**src/rtl/video_timing_gen.sv**
```systemverilog
// Raster timing generator: pixel-enable divider, h/v counters, one-pixel
// fetch pipeline and registered sync/blank/colour outputs.
module video_timing_gen #(
    parameter int CLK_DIV      = 4,
    parameter int H_TOTAL      = 384,
    parameter int H_ACTIVE     = 288,
    parameter int H_SYNC_START = 304,
    parameter int H_SYNC_LEN   = 32,
    parameter int V_TOTAL      = 264,
    parameter int V_ACTIVE     = 224,
    parameter int V_SYNC_START = 240,
    parameter int V_SYNC_LEN   = 3
) (
    input  logic       clk_sys,
    input  logic       reset,
    output logic       en_vid,
    output logic       pix_req,
    output logic [8:0] pix_x,
    output logic [8:0] pix_y,
    input  logic [3:0] pix_r,
    input  logic [3:0] pix_g,
    input  logic [3:0] pix_b,
    output logic       hs_out,
    output logic       vs_out,
    output logic [3:0] r_out,
    output logic [3:0] g_out,
    output logic [3:0] b_out,
    output logic       hblank,
    output logic       vblank
);

    localparam logic [4:0] DIV_MAX = 5'(CLK_DIV - 1);
    localparam logic [9:0] H_LAST  = 10'(H_TOTAL - 1);
    localparam logic [9:0] V_LAST  = 10'(V_TOTAL - 1);
    localparam logic [9:0] H_ACT   = 10'(H_ACTIVE);
    localparam logic [9:0] V_ACT   = 10'(V_ACTIVE);
    localparam logic [9:0] HS_BEG  = 10'(H_SYNC_START);
    localparam logic [9:0] HS_END  = 10'(H_SYNC_START + H_SYNC_LEN);
    localparam logic [9:0] VS_BEG  = 10'(V_SYNC_START);
    localparam logic [9:0] VS_END  = 10'(V_SYNC_START + V_SYNC_LEN);

    logic [4:0] div_q, div_d;
    logic       en_q, en_d;
    logic       run_q, run_d;
    logic [8:0] hcnt_q, hcnt_d;
    logic [8:0] vcnt_q, vcnt_d;
    logic [8:0] s1_h_q, s1_h_d;
    logic [8:0] s1_v_q, s1_v_d;
    logic       s1_act_q, s1_act_d;
    logic       s1_vld_q, s1_vld_d;
    logic [3:0] r_q, r_d, g_q, g_d, b_q, b_d;
    logic       hs_q, hs_d, vs_q, vs_d;
    logic       hb_q, hb_d, vb_q, vb_d;

    logic       tick;
    logic       active;
    logic [9:0] h_w, v_w, s1h_w, s1v_w;

    assign h_w   = {1'b0, hcnt_q};
    assign v_w   = {1'b0, vcnt_q};
    assign s1h_w = {1'b0, s1_h_q};
    assign s1v_w = {1'b0, s1_v_q};

    // Counters step on the edge that opens an en_vid cycle, so the
    // requested coordinate is stable from that cycle until the next one.
    always_comb begin
        tick   = (div_q == DIV_MAX);
        div_d  = tick ? 5'd0 : div_q + 5'd1;
        en_d   = tick;
        run_d  = run_q | tick;
        hcnt_d = hcnt_q;
        vcnt_d = vcnt_q;
        if (tick && run_q) begin
            if (h_w == H_LAST) begin
                hcnt_d = 9'd0;
                vcnt_d = (v_w == V_LAST) ? 9'd0 : vcnt_q + 9'd1;
            end else begin
                hcnt_d = hcnt_q + 9'd1;
            end
        end
    end

    assign active = (h_w < H_ACT) && (v_w < V_ACT);

    always_comb begin
        s1_h_d   = s1_h_q;
        s1_v_d   = s1_v_q;
        s1_act_d = s1_act_q;
        s1_vld_d = s1_vld_q;
        r_d  = r_q;
        g_d  = g_q;
        b_d  = b_q;
        hs_d = hs_q;
        vs_d = vs_q;
        hb_d = hb_q;
        vb_d = vb_q;
        if (en_q) begin
            s1_h_d   = hcnt_q;
            s1_v_d   = vcnt_q;
            s1_act_d = active;
            s1_vld_d = 1'b1;
            if (s1_vld_q) begin
                r_d  = s1_act_q ? pix_r : 4'd0;
                g_d  = s1_act_q ? pix_g : 4'd0;
                b_d  = s1_act_q ? pix_b : 4'd0;
                hb_d = (s1h_w >= H_ACT);
                vb_d = (s1v_w >= V_ACT);
                hs_d = !((s1h_w >= HS_BEG) && (s1h_w < HS_END));
                // vsync only moves together with the hsync falling edge
                if (s1h_w == HS_BEG) begin
                    vs_d = !((s1v_w >= VS_BEG) && (s1v_w < VS_END));
                end
            end
        end
    end

    always_ff @(posedge clk_sys) begin
        if (reset) begin
            div_q    <= 5'd0;
            en_q     <= 1'b0;
            run_q    <= 1'b0;
            hcnt_q   <= 9'd0;
            vcnt_q   <= 9'd0;
            s1_h_q   <= 9'd0;
            s1_v_q   <= 9'd0;
            s1_act_q <= 1'b0;
            s1_vld_q <= 1'b0;
            r_q      <= 4'd0;
            g_q      <= 4'd0;
            b_q      <= 4'd0;
            hs_q     <= 1'b1;
            vs_q     <= 1'b1;
            hb_q     <= 1'b1;
            vb_q     <= 1'b1;
        end else begin
            div_q    <= div_d;
            en_q     <= en_d;
            run_q    <= run_d;
            hcnt_q   <= hcnt_d;
            vcnt_q   <= vcnt_d;
            s1_h_q   <= s1_h_d;
            s1_v_q   <= s1_v_d;
            s1_act_q <= s1_act_d;
            s1_vld_q <= s1_vld_d;
            r_q      <= r_d;
            g_q      <= g_d;
            b_q      <= b_d;
            hs_q     <= hs_d;
            vs_q     <= vs_d;
            hb_q     <= hb_d;
            vb_q     <= vb_d;
        end
    end

    assign en_vid  = en_q;
    assign pix_req = en_q & active;
    assign pix_x   = hcnt_q;
    assign pix_y   = vcnt_q;
    assign hs_out  = hs_q;
    assign vs_out  = vs_q;
    assign r_out   = r_q;
    assign g_out   = g_q;
    assign b_out   = b_q;
    assign hblank  = hb_q;
    assign vblank  = vb_q;

endmodule
```
**config.mk**
```make
export PLATFORM = sky130hd
export DESIGN_NAME = video_timing_gen
export DESIGN_NICKNAME = d
export VERILOG_FILES = /design/src/rtl/video_timing_gen.sv
export SDC_FILE = /design/constraint.sdc
export NUM_CORES = 1
export LEC_CHECK = 0
export ABC_AREA = 1
export ABC_CLOCK_PERIOD_IN_PS = 1700
export CORE_MARGIN = 2
export CORE_UTILIZATION = 47
export DETAILED_ROUTE_END_ITERATION = 8
export GPL_ROUTABILITY_DRIVEN = 0
export PLACE_DENSITY = 0.83
export SLEW_MARGIN = 20
export SYNTH_ARGS = -nofsm -noshare
export SYNTH_HDL_FRONTEND = slang
export SYNTH_SLANG_ARGS = --single-unit
```
**constraint.sdc**
```tcl
create_clock -name clk_sys -period 1.7 [get_ports clk_sys]
set_clock_uncertainty 0.2 [all_clocks]
set_input_delay 0.255 -clock clk_sys [delete_from_list [all_inputs] [get_ports clk_sys]]
set_output_delay 0.255 -clock clk_sys [all_outputs]
set_load 0.01 [all_outputs]
```
==> results of run 1 <==
worst max-delay path, cell delays in order (launching register included):
cell and delay, ps:
dfxtp_2 370, inv_1 70, nor2_1 130, nand3b_1 130, inv_1 90, buf_6 100
cell families (layout without fill, tap and decap cells):
| logic type | after synthesis | count (layout) |
|---|---|---|
| compound gates | 68 | 68 |
| xor+xnor | 9 | 9 |
| fa+ha+maj | 3 | 3 |
| buf+inv | 51 | 133 |
| flops | 61 | 61 |
| simple gates | 165 | 165 |
report_power, final:
group	switching, W	internal, W
clock	0.000599	0.000756
combinational	0.0000847	0.0000891
sequential	0.0000246	0.00146
layout by cell type, fill, tap and decap left out, types with 11 or more instances in the layout:
cell type | netlist | final
clkbuf_8 | 0 | 11
inv_1 | 34 | 34
dlygate4sd2_1 | 0 | 19
a21oi_1 | 42 | 41
dfxtp_1 | 61 | 49
dlymetal6s2s_1 | 0 | 13
o21ai_0 | 24 | 24
nand3_1 | 30 | 30
nor2_1 | 38 | 36
clkdlybuf4s50_1 | 0 | 16
nand2_1 | 67 | 66
dfxtp_2 | 0 | 12
buf_4 | 1 | 24
worst paths after layout:
kind                                 from         to  slack [ps]  depth (start not counted)
worst max-delay path               en_vid    pix_req           6                          5
worst min-delay path            s1_h_q[1]  s1_h_q[1]         250                          2
worst max register to register   pix_x[7]   pix_y[5]          30                          9
worst min register to register  s1_h_q[1]  s1_h_q[1]         250                          2
cells in the mapped netlist (all sizes together):
cell / instances / area share, %
nand4: 3 / 0.70
a211oi: 1 / 0.28
o21ai: 24 / 4.5
xnor2: 3 / 0.98
nand3: 33 / 6.7
clkbuf: 7 / 0.98
xor2: 6 / 2.0
or2: 2 / 0.47
ha: 3 / 1.4
a21oi: 42 / 7.8
nor3b: 1 / 0.28
nand3b: 1 / 0.28
buf: 6 / 1.4
nor2: 46 / 8.2
dfxtp: 61 / 45
o31ai: 1 / 0.28
nand2: 72 / 11
inv: 38 / 5.3
nor3: 6 / 1.9
and3b: 1 / 0.33
through the flow:
step / cells / total power [W] / setup slack [ps]
floorplan: 357 / 0.00159 / 130
global placement: 489 / 0.00166 / -29.5
detailed placement: 489 / 0.00167 / -57.9
CTS: 506 / 0.00301 / 1.48
global route: 511 / 0.00312 / -59.0
finish: 511 / 0.00301 / 6.39
repair_timing:
item	in CTS	in global routing
hold endpoints to repair	0	0
setup buffers	0	5
cloned	1	0
pin swaps	2	7
endpoints found under the setup margin	28	23
gates resized for setup	35	28
metal layers:
| metal | vias up | share of wire [%] | GRT usage, % |
|---|---|---|---|
| li1 | 1310 | - | - |
| met1 | 1188 | 43 | 26.1 |
| met4 | 0 | 1.8 | 9.14 |
| met3 | 10 | 6.0 | 6.00 |
| met2 | 71 | 49 | 38.7 |
| met5 | - | 0 | 0 |
sequential cells by signal (all words and copies together) (netlist names):
signal / flops
pix_x: 9
g_out: 4
s1_v_q: 9
vblank: 1
hs_out: 1
vs_out: 1
s1_vld_q: 1
div_q: 5
r_out: 4
hblank: 1
s1_h_q: 9
b_out: 4
run_q: 1
s1_act_q: 1
pix_y: 9
en_vid: 1
cell type report:
cell class / count / area share (%)
timing repair buffer: 79 / 20.8
tap: 72 / 2.39
sequential: 61 / 32.9
clock buffer: 11 / 4.02
clock inverter: 5 / 1.56
multi-input combinational: 245 / 34.6
inverter: 38 / 3.79
==> results.txt, run 1 <==
----------------------------------------------------
[Status]
  Result of the run ... finished clean

[Power]
  Pwr dens ... between 800 and 900 mW/mm^2
  Maximum ir drop on the vdd rail ... 0.602 mV
  Leakage power of the design ... around 1.7 nW

[Floorplan]
  Width of the chip ... between 70 and 80 um
  Area inside the core boundary ... 0.00551 sq mm
  Row count ... 27
  Die outline area ... 0.00633 sq mm
  Top-level I/O count ... 50
  Die outline height ... just under 80 um
  Starting density of the core ... 48.8%

[Routing]
  Vias/cell ... 5.05
  DR DRC count ... 0
  DR pass1 iterations ... 4
  DRC marker count from the first detailed-route iteration ... about 160
  ANT nets after route ... 0
  Total length of routed wires ... about 6900 um
  Via count of the routed design ... ~2.6k
  Routed wire length per instance ... ~13 um

[Logic synthesis]
  Share of the synthesized area in compound gates (AO/OA/AOI/OAI) ... around an eighth
  Sequential fraction of the synthesis area ... 45.5%
  Simple-gate share of the synthesized area ... about 30%
  Synth Area in Adders ... under 10%
  Share of synthesized area spent on multiplexers ... 0%
  Post-synthesis cell type count ... 32
  Flop and latch count out of synthesis ... between 60 and 70
  Net count after synthesis ... approximately 370
  Cell count after synthesis ... roughly 360
  Yosys warning total ... 0
  Avg Synthesized Cell Area ... between 7 and 8 sq um
  Area of the mapped netlist ... 0.00269 sq mm
  Largest family of logic cells by synthesized area ... simple AND/OR/NAND/NOR gates
  Share of the synthesized netlist area taken by xor and xnor gates ... about 2.9%

[Timing]
  Hold slack ... 251 ps
  Setup total negative slack ... 0 ps
  Fin. max-slew vios ... 0
  Final period util ... ~100%
  Normalized max-slew margin ... 66.8%
  Setup repair after global routing missed its margin ... true
  Pin slew with the least headroom to its limit ... around 500 ps
  Max frequency ... about 590 MHz
  Post-route minimum period ... 1690 ps
  Number of endpoints failing setup at the final stage ... 0
  Fin. Hold Viols ... 0

[Clock tree]
  Number of levels in the clock H-tree ... 3
  CTS Root Buffer Type ... clkbuf_8
  Cts hold-fix bufs ... 0
  CTS tree ... built
  Clock-pin transition on the worst setup and hold timing paths ... ~70 ps
  Number of sinks driven by the clock tree ... 61
  TritonCTS Buffers ... 9
  Clock insertion delay at the later pin of the skew report ... 350 ps
  Maximum clock path buffer count ... 2

[Worst setup path]
  Critical path launch point type ... flip-flop
  Worst Path Max Fanout ... 3
  Worst endpoint data arrival time ... 1240 ps
  Required @ worst endpoint ... between 1000 and 1500 ps
  Setup Crit Path Kind ... reg2out
  Critical path endpoint category ... output port

[Placement]
  Post-placement cell area ... between 0.003 and 0.004 sq mm
  Count of buffers from port buffering ... slightly below 50
  Sum of net half-perimeters after detailed placement ... between 4000 and 5000 um

[Cells and area]
  Area Growth Syn to Fin ... 40.1%
  Multi-input gate area ... 0.00130 sq mm
  Count of nets after finishing ... around 450
  Filler Cells Inserted ... 455
  Layout cells sized above 1 ... about 21%
  Final core area utilization ... approximately two thirds
  Register cell area after layout ... ~0.0012 sq mm
  Antenna fix cells ... 0
  Cell area after layout ... around 0.0038 sq mm

[Hold path]
  Classification of the worst-slack hold path ... reg2reg

[Flow run]
  Number of max-cap violations ... 0

[GRT]
  Global-route wire length before repair ... 11000 um
  Overall routing resource usage ... between 20% and 30%
  Vias in the first global route ... ~2.5k
  Overflow left after global routing ... 0
  Initial antenna violation count ... 0
  Maximum number of pins on one net before global-route repair ... 26

----------------------------------------------------
Power figures use the tool's default switching activity.
==> run 2, diff against run 1 <==
SLEW_MARGIN = 30   (was 20)
==> results of run 2 <==
Same layout as run 1: the final DEF is identical, and so are final timing and power.
==> run 3, diff against run 2 <==
CTS_CLUSTER_DIAMETER = 120   (was default)
==> results of run 3 <==
Same layout as run 1: the final DEF is identical, and so are final timing and power.
